--- src/rtl/ws2812_hsv_frame_sched_if.sv ---
// Pixel stream from the frame scheduler to the WS2812 serializer.
// The payload is held stable while pix_valid is high and pix_ready is low.
interface ws2812_hsv_frame_sched_if #(
    parameter int RGB_DEPTH = 8,
    parameter int IDX_W     = 6
);
    logic                   pix_valid;
    logic                   pix_ready;
    logic [3*RGB_DEPTH-1:0] pix_data;   // {G,R,B}
    logic [IDX_W-1:0]       pix_idx;
    logic                   pix_last;

    modport master (
        output pix_valid, pix_data, pix_idx, pix_last,
        input  pix_ready
    );

    modport slave (
        input  pix_valid, pix_data, pix_idx, pix_last,
        output pix_ready
    );
endinterface

--- src/rtl/ws2812_hsv_frame_sched.sv ---
// Time-shares one HSV->RGB converter across a WS2812 strip: walks the LEDs,
// computes per-LED hue, captures the converter result and streams GRB pixels.
module ws2812_hsv_frame_sched #(
    parameter  int LED_NUM   = 64,
    parameter  int HSV_DEPTH = 8,
    parameter  int RGB_DEPTH = 8,
    parameter  int CONV_LAT  = 1,
    localparam int IDX_W     = (LED_NUM > 1) ? $clog2(LED_NUM) : 1
) (
    input  logic                 clk,
    input  logic                 rstn,
    input  logic                 start,
    input  logic [HSV_DEPTH-1:0] hue_step,
    input  logic [HSV_DEPTH-1:0] speed,
    input  logic [HSV_DEPTH-1:0] sat_cfg,
    input  logic [HSV_DEPTH-1:0] val_cfg,
    output logic [HSV_DEPTH-1:0] hsv_hue,
    output logic [HSV_DEPTH-1:0] hsv_sat,
    output logic [HSV_DEPTH-1:0] hsv_val,
    input  logic [RGB_DEPTH-1:0] rgb_r,
    input  logic [RGB_DEPTH-1:0] rgb_g,
    input  logic [RGB_DEPTH-1:0] rgb_b,
    ws2812_hsv_frame_sched_if.master pix,
    output logic                 busy,
    output logic                 frame_done,
    output logic [HSV_DEPTH-1:0] base_hue
);
    localparam int               CNT_W    = (CONV_LAT > 1) ? $clog2(CONV_LAT) : 1;
    localparam logic [IDX_W-1:0] LAST_IDX = IDX_W'(LED_NUM - 1);

    typedef enum logic [2:0] {
        S_IDLE,
        S_ISSUE,
        S_WAIT,
        S_OUT,
        S_DONE
    } state_t;

    state_t               state;
    logic                 pending;
    logic [IDX_W-1:0]     idx;
    logic [CNT_W-1:0]     wait_cnt;
    logic [HSV_DEPTH-1:0] cur_hue;
    logic [HSV_DEPTH-1:0] sh_step;
    logic [HSV_DEPTH-1:0] sh_sat;
    logic [HSV_DEPTH-1:0] sh_val;

    // NOTE: every register here is a plain flop (no memory arrays), so all of
    // them are cleared by the async reset; a mid-frame reset leaves nothing to resume.
    always_ff @(posedge clk or negedge rstn) begin
        if (!rstn) begin
            state         <= S_IDLE;
            pending       <= 1'b0;
            idx           <= '0;
            wait_cnt      <= '0;
            cur_hue       <= '0;
            sh_step       <= '0;
            sh_sat        <= '0;
            sh_val        <= '0;
            hsv_hue       <= '0;
            hsv_sat       <= '0;
            hsv_val       <= '0;
            pix.pix_valid <= 1'b0;
            pix.pix_data  <= '0;
            pix.pix_idx   <= '0;
            pix.pix_last  <= 1'b0;
            busy          <= 1'b0;
            frame_done    <= 1'b0;
            base_hue      <= '0;
        end else begin
            // NOTE: non-blocking default; only the OUT->DONE transition
            // overrides it, which makes frame_done a registered 1-cycle pulse.
            frame_done <= 1'b0;

            // Requests arriving while a frame runs collapse into one pending frame.
            if (start && state != S_IDLE) pending <= 1'b1;

            case (state)
                S_IDLE: begin
                    if (start || pending) begin
                        sh_step <= hue_step;
                        sh_sat  <= sat_cfg;
                        sh_val  <= val_cfg;
                        cur_hue <= base_hue;
                        idx     <= '0;
                        busy    <= 1'b1;
                        pending <= 1'b0;
                        state   <= S_ISSUE;
                    end
                end
                S_ISSUE: begin
                    hsv_hue  <= cur_hue;
                    hsv_sat  <= sh_sat;
                    hsv_val  <= sh_val;
                    wait_cnt <= CNT_W'(CONV_LAT - 1);
                    state    <= S_WAIT;
                end
                S_WAIT: begin
                    if (wait_cnt == '0) begin
                        pix.pix_data  <= {rgb_g, rgb_r, rgb_b};
                        pix.pix_idx   <= idx;
                        pix.pix_last  <= (idx == LAST_IDX);
                        pix.pix_valid <= 1'b1;
                        state         <= S_OUT;
                    end else begin
                        wait_cnt <= wait_cnt - 1'b1;
                    end
                end
                S_OUT: begin
                    if (pix.pix_ready) begin
                        pix.pix_valid <= 1'b0;
                        if (pix.pix_last) begin
                            frame_done <= 1'b1;
                            busy       <= 1'b0;
                            base_hue   <= base_hue + speed;
                            state      <= S_DONE;
                        end else begin
                            idx     <= idx + 1'b1;
                            cur_hue <= cur_hue + sh_step;
                            state   <= S_ISSUE;
                        end
                    end
                end
                S_DONE: begin
                    state <= S_IDLE;
                end
                default: begin
                    state <= S_IDLE;
                end
            endcase
        end
    end
endmodule
--- src/flat_wrapper.sv ---
// flat-port wrapper written by rule: the top's interface ports become plain ports
module ws2812_hsv_frame_sched_flat 
#(
    parameter  int LED_NUM   = 64,
    parameter  int HSV_DEPTH = 8,
    parameter  int RGB_DEPTH = 8,
    parameter  int CONV_LAT  = 1,
    localparam int IDX_W     = (LED_NUM > 1) ? $clog2(LED_NUM) : 1
)
  (clk, rstn, start, hue_step, speed, sat_cfg, val_cfg, hsv_hue, hsv_sat, hsv_val, rgb_r, rgb_g, rgb_b, busy, frame_done, base_hue, pix_pix_valid, pix_pix_data, pix_pix_idx, pix_pix_last, pix_pix_ready);
  ws2812_hsv_frame_sched_if #(.RGB_DEPTH(RGB_DEPTH)) pix_i ();
  input  logic clk;
  input  logic rstn;
  input  logic start;
  input  logic [HSV_DEPTH-1:0] hue_step;
  input  logic [HSV_DEPTH-1:0] speed;
  input  logic [HSV_DEPTH-1:0] sat_cfg;
  input  logic [HSV_DEPTH-1:0] val_cfg;
  output logic [HSV_DEPTH-1:0] hsv_hue;
  output logic [HSV_DEPTH-1:0] hsv_sat;
  output logic [HSV_DEPTH-1:0] hsv_val;
  input  logic [RGB_DEPTH-1:0] rgb_r;
  input  logic [RGB_DEPTH-1:0] rgb_g;
  input  logic [RGB_DEPTH-1:0] rgb_b;
  output logic busy;
  output logic frame_done;
  output logic [HSV_DEPTH-1:0] base_hue;
  output wire logic [$bits(pix_i.pix_valid)-1:0] pix_pix_valid;
  output wire logic [$bits(pix_i.pix_data)-1:0] pix_pix_data;
  output wire logic [$bits(pix_i.pix_idx)-1:0] pix_pix_idx;
  output wire logic [$bits(pix_i.pix_last)-1:0] pix_pix_last;
  input wire logic [$bits(pix_i.pix_ready)-1:0] pix_pix_ready;
  assign pix_pix_valid = pix_i.pix_valid;
  assign pix_pix_data = pix_i.pix_data;
  assign pix_pix_idx = pix_i.pix_idx;
  assign pix_pix_last = pix_i.pix_last;
  assign pix_i.pix_ready = pix_pix_ready;
  ws2812_hsv_frame_sched #(.LED_NUM(LED_NUM), .HSV_DEPTH(HSV_DEPTH), .RGB_DEPTH(RGB_DEPTH), .CONV_LAT(CONV_LAT)) u_core (.clk(clk), .rstn(rstn), .start(start), .hue_step(hue_step), .speed(speed), .sat_cfg(sat_cfg), .val_cfg(val_cfg), .hsv_hue(hsv_hue), .hsv_sat(hsv_sat), .hsv_val(hsv_val), .rgb_r(rgb_r), .rgb_g(rgb_g), .rgb_b(rgb_b), .pix(pix_i), .busy(busy), .frame_done(frame_done), .base_hue(base_hue));
endmodule
--- config.mk ---
export PLATFORM = sky130hd
export DESIGN_NAME = ws2812_hsv_frame_sched_flat
export DESIGN_NICKNAME = d
export VERILOG_FILES = /design/src/rtl/ws2812_hsv_frame_sched_if.sv /design/src/rtl/ws2812_hsv_frame_sched.sv /design/src/flat_wrapper.sv
export SDC_FILE = /design/constraint.sdc
export NUM_CORES = 1
export LEC_CHECK = 0
export ABC_AREA = 1
export BUFFER_PORTS_ARGS = -buffer_cell sky130_fd_sc_hd__buf_4
export CAP_MARGIN = 40
export CELL_PAD_IN_SITES_DETAIL_PLACEMENT = 1
export CELL_PAD_IN_SITES_GLOBAL_PLACEMENT = 1
export CORE_UTILIZATION = 42
export CTS_CLUSTER_SIZE = 16
export DETAILED_ROUTE_END_ITERATION = 16
export PLACE_DENSITY_LB_ADDON = 0.1
export SETUP_SLACK_MARGIN = 0.5
export SLEW_MARGIN = 20
export SYNTH_ARGS = -nofsm -noshare
export SYNTH_HDL_FRONTEND = slang
export SYNTH_SLANG_ARGS = --single-unit
--- constraint.sdc ---
create_clock -name clk -period 4.2 [get_ports clk]
set_clock_uncertainty 0.2 [all_clocks]
set_input_delay 0.42 -clock clk [delete_from_list [all_inputs] [get_ports clk]]
set_output_delay 0.42 -clock clk [all_outputs]
set_load 0.01 [all_outputs]
After elaboration in Yosys (flattened, before gate mapping)
Cells that the tools add are included.

word-level totals
  word-level logic and storage cells = 74
  register bits after elaboration = 109

operators by class
  reduce and logical (&&, ||, !) cells = 14
  equality and inequality tests = 9
  $add $sub $neg = 4
  mux-type cells = 28
  bitwise logic cells = 1

operators with widths
  cell                                                                   number
  8-bit two-way mux                                                      3
  6-bit two-way mux                                                      3
  8-bit adder                                                            2
  8-bit case mux with 2 select lines                                     1
  1-bit two-way mux                                                      12
  3-bit two-way mux                                                      4
  3-bit case mux with 4 select lines                                     1
  6-bit case mux with 2 select lines                                     1
  3-bit AND reduction                                                    3
  4-bit AND reduction                                                    2
  6-bit by 1-bit adder with 6-bit output, second input constant          1
  3-bit by 2-bit equality test with 1-bit output, second input constant  2
  6-bit equality test, second input constant                             1
  2-bit != test, second input constant                                   3
  1-bit case mux with 2 select lines                                     3
  2-bit nonzero test                                                     3
  2-bit by 1-bit != test with 1-bit output, second input constant        2
  2-bit AND reduction                                                    2
  3-bit by 1-bit equality test with 1-bit output, second input constant  1
  3-bit logical NOT                                                      1
  3-bit nonzero test                                                     1
  1-bit logical AND                                                      1
  1-bit logical OR                                                       1
  1-bit NOT                                                              1
  1-bit subtractor, second input constant                                1

Longest topological paths before layout
  depth in word-level cells = 5
  gate-level depth with buffers = 10

Worst setup path before layout
No wires, ideal clock.

  kind = input to register
  start point = input speed[0]
  end point = register u_core.base_hue[4]
  setup time = 0.083 ns
  path buffers = 0
  stages on the path = 6
  path slack = 2.500 ns
  data required time = 3.917 ns
  arrival = 1.418 ns
  cell sequence = ha_1 -> fa_1 -> nand3_1 -> nand2_1 -> xnor2_1 -> o21ai_0

on the way
  word-level cells in the longest chain between the ends = 1

RTL lines
  element                 line                           source
  start: declaration      flat_wrapper.sv:16             input logic [HSV_DEPTH-1:0] speed;
  8-bit adder             ws2812_hsv_frame_sched.sv:115  base_hue <= base_hue + speed;
  end signal: assignment  ws2812_hsv_frame_sched.sv:115
  end: declaration        ws2812_hsv_frame_sched.sv:26   output logic [HSV_DEPTH-1:0] base_hue

Every way passes these cells.
A chain may end at the register's enable or synchronous reset.

Worst setup path after layout
  start point = register u_core.state[0]
  end point = register u_core.sh_step[5]

on the way
  word-level cells in the longest chain between the ends = 2

RTL lines
  element                        line                          source
  start: declaration             ws2812_hsv_frame_sched.sv:39  state_t state;
  start signal: assignment       ws2812_hsv_frame_sched.sv:52  state <= S_IDLE;
  start signal: assignment       ws2812_hsv_frame_sched.sv:88  state <= S_ISSUE;
  start signal: assignment       ws2812_hsv_frame_sched.sv:96  state <= S_WAIT;
  3-bit logical NOT              ws2812_hsv_frame_sched.sv:78  case (state)
  2-bit AND reduction (no line)  --
  end signal: assignment         ws2812_hsv_frame_sched.sv:81  sh_step <= hue_step;
  end: declaration               ws2812_hsv_frame_sched.sv:44  logic [HSV_DEPTH-1:0] sh_step;

Every way passes these cells.

==> results.md <==
- Outcome: completed
- Vias in the first global route: 4267
- CP Class: reg -> reg
- Die Wd: 110 µm
- Placer Congestion: 0.821
- Average routed wire per standard cell: 14.6 µm
- Overall die area: 0.0122 mm²
- DR vias/cell: 4.86
- Leakage: 3.45 nW
- Hold EP: u_core.pix.pix_data[0]
- Cell area after synthesis: 0.00494 mm²
- Antenna violation net count after detailed routing: 0
- CP Capture Type: flop
- Drt initial violations: 131
- Root buf cell: clkbuf_16
- Required time worst endpoint: 4.28 ns
- N_diodes: 0
- Reg2Reg Launch Point: u_core.state[0]
- Most frequent cells after synthesis: nand2_1 (239), dfrtp_1 (108), inv_1 (45)
- Final hold violation count: 0
- Prevailing post-synth register cell: dfrtp_1
- Avg Inst Size Synth: 8.91 µm²
- Synth area leader: dfrtp_1
- Slew margin rel.: 0.575
- Tmin final: 2.62 ns
- Hold Crit Class: in -> reg
- Worst-path clk slew: 0.07 ns
- Hold wc startpoint: rgb_b[0]
- Synthesis-to-finish area growth: 27.0%
- Rows: 39
- Largest net degree at the start of global routing: 45
- Drt pass-1 iters: 4
- I/O Pins: 126
- Die height: 110 µm
- Arr. time, crit path: 2.70 ns
- Delay-heaviest family, CP: simple AND/OR/NAND/NOR gates
- Total Wirelength: 12100 µm
- Num CTS Buffers: 9
- First-pass GRT wire length: 20300 µm
- Register area share after synthesis: 0.547
- Most frequent CP cell: nand2_1
- Deepest clock path buffer count: 2
- Sum of buffers and inverters on the critical path: 1
- Starting Density: 0.431
- Number of distinct library cells after synthesis: 34
- CTS tree: yes
- Ratio of cells with drive above 1 in the final layout: 0.261
- Final-report setup violation count: 0
- Yosys Warn Count: 0
- Post-synthesis cell count: 555
- Pins over their slew limit: 0
- Period utilization: 0.623
- Hpwl dp: 8960 µm
- Worst setup SP type: flop
- Critical path's slowest cell: nor2_4
- Top cell type's share of synthesized area: 0.547
- Critical path peak fanout: 24
- RSZ-0062 raised after global routing: no
- Cell count of the worst hold path: 3
- Htree depth: 3
- R2r endpoint: u_core.sh_step[5]
- CP max stage delay: 0.58 ns
- Initial antenna violation count: 0
- Clk Latency, worst-skew pair: 0.34 ns
- Gr usage total: 0.206
- Total congestion overflow: 0
- Main area contributors after synthesis: dfrtp_1 (55%), nand2_1 (18%), mux2_2 (4.6%)
- Via count: 4028
- #FFs+latches synth: 108
- Setup Buffers After CTS: 0
- CTS sink cnt: 108
- Nets: 757
- Slew @ Worst Pin: 0.636 ns
- Core Area: 0.0115 mm²
- Max VDD drop: 0.000366 V
- Top-count cell post-synth: nand2_1
- Maxcap violations: 0
- CTS Hold Buffers Added: 1
- Worst r2r path cells: 7
- FFs w/ async S/R, synth: 1.00
- Net Count, Synth: 632
- CP Cell Sequence: nand3_2 > clkinv_2 > nand2_1 > nand3_1 > nor2_4 > nand2_1 > nand2_1
- EDFF count, synth: 0
- Max Freq: 0.382 GHz
- PwrDens: 710 mW/mm²
- # resized after CTS: 0
- Port Buf Inserts: 125
- Hold slack: 0.0692 ns
- Setup TNS: 0 ns
- Remaining DRCs: 0
- Worst R2R Setup Slack: 1.58 ns
## tightest hold or removal path, stage by stage
cell     delay, ns
buf_4         0.07
nand2_1       0.04
nand2_1       0.05
## registers in the layout, indices dropped and copies added (netlist names)
| signal | cells |
|---|---|
| u_core.busy | 1 |
| u_core.hsv_sat | 8 |
| u_core.hsv_hue | 8 |
| u_core.base_hue | 8 |
| u_core.pending | 1 |
| u_core.hsv_val | 8 |
| u_core.frame_done | 1 |
| u_core.cur_hue | 8 |
| u_core.pix.pix_last | 1 |
| u_core.state | 3 |
| u_core.sh_step | 8 |
| u_core.idx | 6 |
| u_core.pix.pix_valid | 1 |
| u_core.pix.pix_idx | 6 |
| u_core.sh_sat | 8 |
| u_core.sh_val | 8 |
| u_core.pix.pix_data | 24 |
## kinds of logic (layout without fill, tap and decap cells)
| group | count (synthesis) | after routing | synth area share |
|---|---|---|---|
| xor+xnor | 9 | 9 | 0.0159 |
| buf+inv | 65 | 195 | 0.0575 |
| simple gates | 295 | 295 | 0.244 |
| fa+ha+maj | 17 | 17 | 0.0461 |
| compound gates | 41 | 41 | 0.0445 |
| flops | 108 | 108 | 0.547 |
| mux | 20 | 20 | 0.0456 |
## through the flow
step           instances  power [mW]  cell area (µm²)  worst slack [ns]   util
2_1_floorplan        555        2.97             4940              2.50      -
3_3_place_gp         811        3.61             5990              1.69  0.523
3_5_place_dp         811        3.70             5990              1.54  0.523
4_1_cts              828        4.53             6280              1.53  0.548
5_1_grt              828        4.82             6280              1.30  0.548
6_report             828        4.46             6280              1.58  0.548
## layout by cell type, fill, tap and decap left out, drive strengths merged
master,instances
nor2,19
nand3b,1
dlygate4sd3,1
clkinv,6
dfrtp,108
o21bai,1
buf,129
nand3,27
nor3,1
o21ai,28
xnor2,4
nand2,241
ha,15
mux2,20
xor2,5
a21oi,8
o32ai,1
a31oi,2
inv,49
nand4,4
clkbuf,10
fa,2
or2,2
a21o,1
## routing by layer
layer,wire length (µm),global-route usage,vias to the layer above
met5,0,0,-
met4,102,0.0427,0
met3,473,0.0467,10
met2,6530,0.387,70
met1,4970,0.236,1962
li1,-,-,1986
## layout make-up
cell class	instances	area, µm²
clock buffers	10	239
multi-input cells	382	1960
well taps	143	179
flip-flops and latches	108	2700
inverters	49	185
clock inverters	6	37.5
repair buffers	130	978
fillers	1361	5190
## power by group
part           switching (mW)  total [mW]  internal (mW)
combinational            1.12        1.96          0.832
sequential              0.244        1.70           1.45
clock                   0.382       0.800          0.418
total                    1.75        4.46           2.70
## worst max-delay path by stage
| stage | start | endpoint | slack (ns) | depth (start not counted) |
|---|---|---|---|---|
| after global routing | u_core.state[0] | u_core.sh_val[6] | 1.30 | 7 |
| after CTS | u_core.state[0] | u_core.sh_step[5] | 1.53 | 7 |
| final | u_core.state[0] | u_core.sh_step[5] | 1.58 | 7 |
| after floorplan | speed[0] | u_core.base_hue[4] | 2.50 | 6 |
| after detailed placement | u_core.state[0] | u_core.sh_val[6] | 1.54 | 7 |
| after global placement | u_core.state[0] | u_core.sh_val[3] | 1.69 | 7 |
Note: power is estimated with default switching activity, not from simulation.
